## config.mk

```make
export PLATFORM = sky130hd
export DESIGN_NAME = microwave_ctrl_multi
export DESIGN_NICKNAME = d
export VERILOG_FILES = /design/src/rtl/microwave_pkg.sv /design/src/rtl/bcd_to_7seg.sv /design/src/rtl/microwave_ctrl_multi.sv
export SDC_FILE = /design/constraint.sdc
export NUM_CORES = 1
export LEC_CHECK = 0
export ABC_AREA = 1
export CORE_ASPECT_RATIO = 1.25
export CORE_MARGIN = 4
export CORE_UTILIZATION = 25
export DETAILED_ROUTE_END_ITERATION = 16
export PLACE_DENSITY = 0.49
export REMOVE_ABC_BUFFERS = 1
export SLEW_MARGIN = 20
export SYNTH_ARGS = -nofsm -noshare
export SYNTH_HDL_FRONTEND = slang
export SYNTH_SLANG_ARGS = --single-unit
```

## constraint.sdc

```tcl
create_clock -name clock -period 3.9 [get_ports clock]
set_clock_uncertainty 0.05 [all_clocks]
set_input_delay 0.39 -clock clock [delete_from_list [all_inputs] [get_ports clock]]
set_output_delay 0.39 -clock clock [all_outputs]
set_load 0.02 [all_outputs]
```

## src/rtl/microwave_pkg.sv

```systemverilog
// microwave_pkg: shared state type, BCD digit type, key count and 7-segment table
package microwave_pkg;
  localparam int NUM_KEYS = 10;
  typedef enum logic [1:0] {IDLE, RUN, PAUSE, DONE} state_t;
  typedef logic [3:0] bcd_t;
  localparam logic [69:0] SEG_TABLE = {7'h6F, 7'h7F, 7'h07, 7'h7D, 7'h6D,
                                       7'h66, 7'h4F, 7'h5B, 7'h06, 7'h3F};
endpackage

```

## src/rtl/bcd_to_7seg.sv

```systemverilog
// bcd_to_7seg: active-high a..g decode of one BCD digit, blank for non-decimal codes
module bcd_to_7seg
  import microwave_pkg::*;
(
  input  logic [3:0] digit,
  output logic [6:0] segs
);
  // table lookup, out-of-range codes blank the digit
  always_comb segs = (digit < 4'd10) ? SEG_TABLE[7*int'(digit) +: 7] : 7'h00;
endmodule

```

## src/rtl/microwave_ctrl_multi.sv

```systemverilog
// microwave_ctrl_multi: keypad BCD timer, 1 Hz countdown and door interlock; MICROWAVE_POWER_EN adds duty-cycled power
module microwave_ctrl_multi
  import microwave_pkg::*;
#(
  parameter int CLK_PER_SEC = 100,
  parameter int MIN_DIGITS = 1
) (
  input  logic clock,
  input  logic resetn,
  input  logic [NUM_KEYS-1:0] keypad,
  input  logic startn,
  input  logic stopn,
  input  logic clearn,
  input  logic door_closed,
`ifdef MICROWAVE_POWER_EN
  input  logic [3:0] power_level,
`endif
  output logic [6:0] sec_ones_segs,
  output logic [6:0] sec_tens_segs,
  output logic [7*MIN_DIGITS-1:0] min_segs,
  output logic mag_on,
  output logic done
);
  localparam int ND = MIN_DIGITS + 2;
  localparam int TW = $clog2(CLK_PER_SEC);
  state_t st, st_n;
  logic [4*ND-1:0] t, t_n, t_dec;
  logic [TW-1:0] tick, tick_n;
  logic [NUM_KEYS-1:0] kp_q;
  logic start_q, stop_q, borrow, ev_start, ev_stop, ev_key, sec_end;
  bcd_t key_d;
  assign ev_start = start_q & ~startn;
  assign ev_stop = stop_q & ~stopn;
  assign ev_key = (kp_q == '0) && $onehot(keypad);
  assign sec_end = tick == TW'(CLK_PER_SEC - 1);
  assign done = st == DONE;
  // index of the pressed key
  always_comb begin
    key_d = '0;
    for (int i = 0; i < NUM_KEYS; i++) if (keypad[i]) key_d = i[3:0];
  end
  // one-second BCD decrement; seconds-tens wraps to 5, every other digit to 9
  always_comb begin
    t_dec = t;
    borrow = 1'b1;
    for (int i = 0; i < ND; i++) begin
      if (borrow && t[4*i +: 4] == 4'd0) t_dec[4*i +: 4] = (i == 1) ? 4'd5 : 4'd9;
      else if (borrow) begin
        t_dec[4*i +: 4] = t[4*i +: 4] - 4'd1;
        borrow = 1'b0;
      end
    end
  end
  // control FSM: clear beats door beats stop beats start beats key
  always_comb begin
    st_n = st;
    t_n = t;
    tick_n = tick;
    if (!clearn) begin
      st_n = IDLE;
      t_n = '0;
      tick_n = '0;
    end else case (st)
      IDLE: if (door_closed) begin
        if (ev_stop) t_n = '0;
        else if (ev_start) begin
          st_n = (t != '0) ? RUN : IDLE;
          tick_n = '0;
        end else if (ev_key) t_n = {t[4*ND-5:0], key_d};
      end
      RUN: if (!door_closed || ev_stop) st_n = PAUSE;
        else if (sec_end) begin
          tick_n = '0;
          t_n = t_dec;
          st_n = (t_dec == '0) ? DONE : RUN;
        end else tick_n = tick + TW'(1);
      PAUSE: if (door_closed) begin
        if (ev_stop) begin
          st_n = IDLE;
          t_n = '0;
        end else if (ev_start) st_n = RUN;
      end
      default: st_n = (!door_closed || ev_stop || ev_start || ev_key) ? IDLE : DONE;
    endcase
  end
  // state, time, tick and edge history; history resets to the asserted level so held inputs are not events
  always_ff @(posedge clock or negedge resetn)
    if (!resetn) begin
      st <= IDLE;
      t <= '0;
      tick <= '0;
      kp_q <= '1;
      start_q <= 1'b0;
      stop_q <= 1'b0;
    end else begin
      st <= st_n;
      t <= t_n;
      tick <= tick_n;
      kp_q <= keypad;
      start_q <= startn;
      stop_q <= stopn;
    end
`ifdef MICROWAVE_POWER_EN
  logic [3:0] pw_q;
  // power level latched at second boundaries; tracks the input while not cooking
  always_ff @(posedge clock or negedge resetn)
    if (!resetn) pw_q <= 4'd10;
    else if (st != RUN || sec_end) pw_q <= (power_level == 4'd0 || power_level > 4'd10) ? 4'd10 : power_level;
  assign mag_on = (st == RUN) && door_closed && (int'(tick) < int'(pw_q) * (CLK_PER_SEC / 10));
`else
  assign mag_on = (st == RUN) && door_closed;
`endif
  bcd_to_7seg u_ones (.digit(t[3:0]), .segs(sec_ones_segs));
  bcd_to_7seg u_tens (.digit(t[7:4]), .segs(sec_tens_segs));
  for (genvar m = 0; m < MIN_DIGITS; m++) begin : g_min
    bcd_to_7seg u_min (.digit(t[8+4*m +: 4]), .segs(min_segs[7*m +: 7]));
  end
endmodule

```

==> reports/results.ini <==
[pwr]
netSwitchingFraction_pct = 48.4
powerDensity_nw_per_um2 = 799
power.total_mw = 2.85
p_leak_nw = 1.66
combPwrFrac_pct = 68.7
p_int_mw = 1.47
switching_power_mw = 1.38
p_seq_share_pct = 17.5
pwr-share-clk_pct = 13.8
peakVddDrop_uv = 231

[flow_run]
cap_violations = 0

[setup_path]
cp-start-kind = input port
regToRegStartpoint = st[1]$_DFFE_PN0P_
cp_data_arrival_time_ns = 3.73
cp_common_cell = fa_1
crit_required_ns = 4.05
cp_slowest_cell = fa_1
end_kind = register
critical_path_class = input port to register
crit_chain = dlymetal6s2s_1 -> fa_1 -> fa_1 -> inv_1 -> fa_1 -> inv_1 -> ha_2 -> inv_1 -> fa_1 -> nand3_1 -> nor2_1 -> nand3b_1 -> o21ai_1 -> nand2_1 -> inv_2 -> clkbuf_16 -> nand3_1 -> o21ai_1
cpPeakStageDelay_ns = 0.52
reg2reg_to = t[7]$_DFFE_PN0P_
reg2reg_depth = 10
rrSetupSlack_ns = 1.56
worstPathMaxFanout = 6

[cts]
cts.sink_count = 33
cts_tree = built
clock_latency_ns = 0.27
clockBufferDepth = 2
postCtsHoldBufs = 0
h-tree-depth = 2
clkTransAtPathRegs_ns = 0.05
cts-buffers-inserted = 5
cts-root-buf = clkbuf_16

[place]
port_buffers = 38
hpwlAfterDp_mm = 5.37
pre_cts_ws_ns = -0.226
dpl_cell_area_sq_um = 3350
place.gp.congestion = 0.799
place_inst = 547

[floorplanning]
fp.dieArea_sq_um = 12800
io_pins = 39
die_width_um = 102
core.rowCount = 42
die_h_um = 126
coreArea_sq_um = 10700
initial_utilization_pct = 25.8

[timing]
tightest_slew_ns = 0.523
min_period_over_period_pct = 91.9
layout_setup_ws_ns = 0.314
post-route-min-period_ns = 3.59
setup_viol = 0
hold_viol = 0
rsz0062_at_grt = no
slew_viol_final = 0
fmax_mhz = 279
maxSlewHeadroom_pct = 65.1

[layout]
drive_above_1_share_pct = 13.6
syn_to_final_growth_pct = 29.3
antenna_cells = 0
final_cell_mix = 73 x nand2_1, 48 x inv_1, 37 x nor2_1, 32 x clkdlybuf4s50_1, 25 x a21oi_1
fillers = 1167
nNetsFinal = 472
layout_commonest_cell = nand2_1
fin_area_sq_um = 3570
fin_cells = 558

[grt]
antenna_found_initial = 0
grt_overflow_total = 0
grt_max_degree = 34
grt_pass1_wl_mm = 11.8
groute.usage.overall_pct = 11.1
grt_pass1_vias = 2462

[drt]
dr.pass1.iters = 4
wl_per_cell_um = 12.8
via_per_inst = 4.73
drc = 0
antenna_left = 0
drt_wl_total_mm = 7.15
vias = 2637
drtIter0Drc = 118

[run_status]
status = finished, final reports clean

[logic_synthesis]
synth-async-reset-ratio_pct = 100
netlist_area_sq_um = 2760
ys_seq_area_share_pct = 30.3
syn_avg_cell_area_sq_um = 7.41
synth_cells = 373
ys_warn_count = 0
ys_ff_latch = 33
synth.distinct_cells = 40
synth-main-ff-cell = dfrtp_1
synth_edf_count = 0

[hold_path]
hold_path.class = input port to register
hp-start = keypad[0]
hold_end = kp_q[0]$_DFF_PN1_
holdPathStages = 1

-- layout make-up --
| class | count | area, sq um | share of cell area, % |
|---|---|---|---|
| inverters | 55 | 211 | 5.92 |
| well taps | 132 | 165 | 4.63 |
| multi-input cells | 280 | 1680 | 47.0 |
| clock buffers | 8 | 146 | 4.10 |
| repair buffers | 50 | 533 | 14.9 |
| flip-flops and latches | 33 | 838 | 23.5 |
-- repair_timing --
item | CTS | global route
buffers inserted | 0 | 1
endpoints found under the setup margin | 0 | 14
resized for setup | 0 | 8
-- how the worst max path moves through the flow --
stage                              endpoint       from
after floorplan           t[11]$_DFFE_PN0P_  keypad[0]
after global placement    t[11]$_DFFE_PN0P_  keypad[0]
after detailed placement  t[11]$_DFFE_PN0P_  keypad[0]
after CTS                 t[11]$_DFFE_PN0P_  keypad[0]
after global routing      t[11]$_DFFE_PN0P_  keypad[9]
final                      t[7]$_DFFE_PN0P_  keypad[9]
-- cells by family after synthesis --
| kind of cell | synth area share, % |
|---|---|
| AO/OA/AOI/OAI | 15.7 |
| XOR/XNOR | 0.317 |
| adder cells (fa/ha/maj) | 15.7 |
| buffers and inverters | 9.06 |
| flip-flops | 30.3 |
| AND/OR/NAND/NOR | 28.9 |
-- Yosys cell counts (all sizes together) (6+ instances only) --
cell type  number  area, sq um
nand2          77          309
inv            53          204
nor2           43          195
o21ai          30          150
a21oi          25          125
ha             25          313
dfrtp          23          576
nand3          22          128
nor3           12         65.1
a31oi          10         62.6
dfstp          10          263
or2             9         56.3
fa              6          120
-- critical path: cells and delay by family --
kind	cells	cell delay, ns
and+or+nand+nor	5	0.42
adders and majority gates	5	2.10
buffers and inverters	6	0.63
AOI/OAI and AO/OA	2	0.21
-- registers in the layout, indices dropped and copies added, names as in the netlist --
register / flops
kp_q: 10
st: 2
stop_q: 1
tick: 7
t: 12
start_q: 1
-- layer usage --
layer / track usage [%] / wire, um / share of wire, %
met2: 18.3 / 3530 / 49
met1: 15.2 / 3280 / 46
met5: 0 / 0 / 0
met4: 2.32 / 77 / 1.1
met3: 1.73 / 266 / 3.7
-- through the flow --
| step | hold WS [ns] | util, % | setup TNS (ns) |
|---|---|---|---|
| 6_report | 0.219 | 33.3 | 0 |
| 5_1_grt | 0.211 | 33.3 | 0 |
| 4_1_cts | 0.430 | 32.6 | 0 |
| 3_5_place_dp | 0.423 | 31.2 | -2.65 |
| 3_3_place_gp | 0.410 | 31.2 | -1.63 |
| 2_1_floorplan | 0.0444 | - | 0 |
-- power groups by stage --
stage                     clock, mW  combinational (mW)  sequential, mW
after detailed placement          0                1.89           0.504
after global placement            0                1.88           0.505
after CTS                     0.406                1.90           0.498
after global routing          0.416                2.19           0.511
final                         0.394                1.96           0.499
after floorplan                   0                1.25           0.481
(Power assumes the default switching activity.)
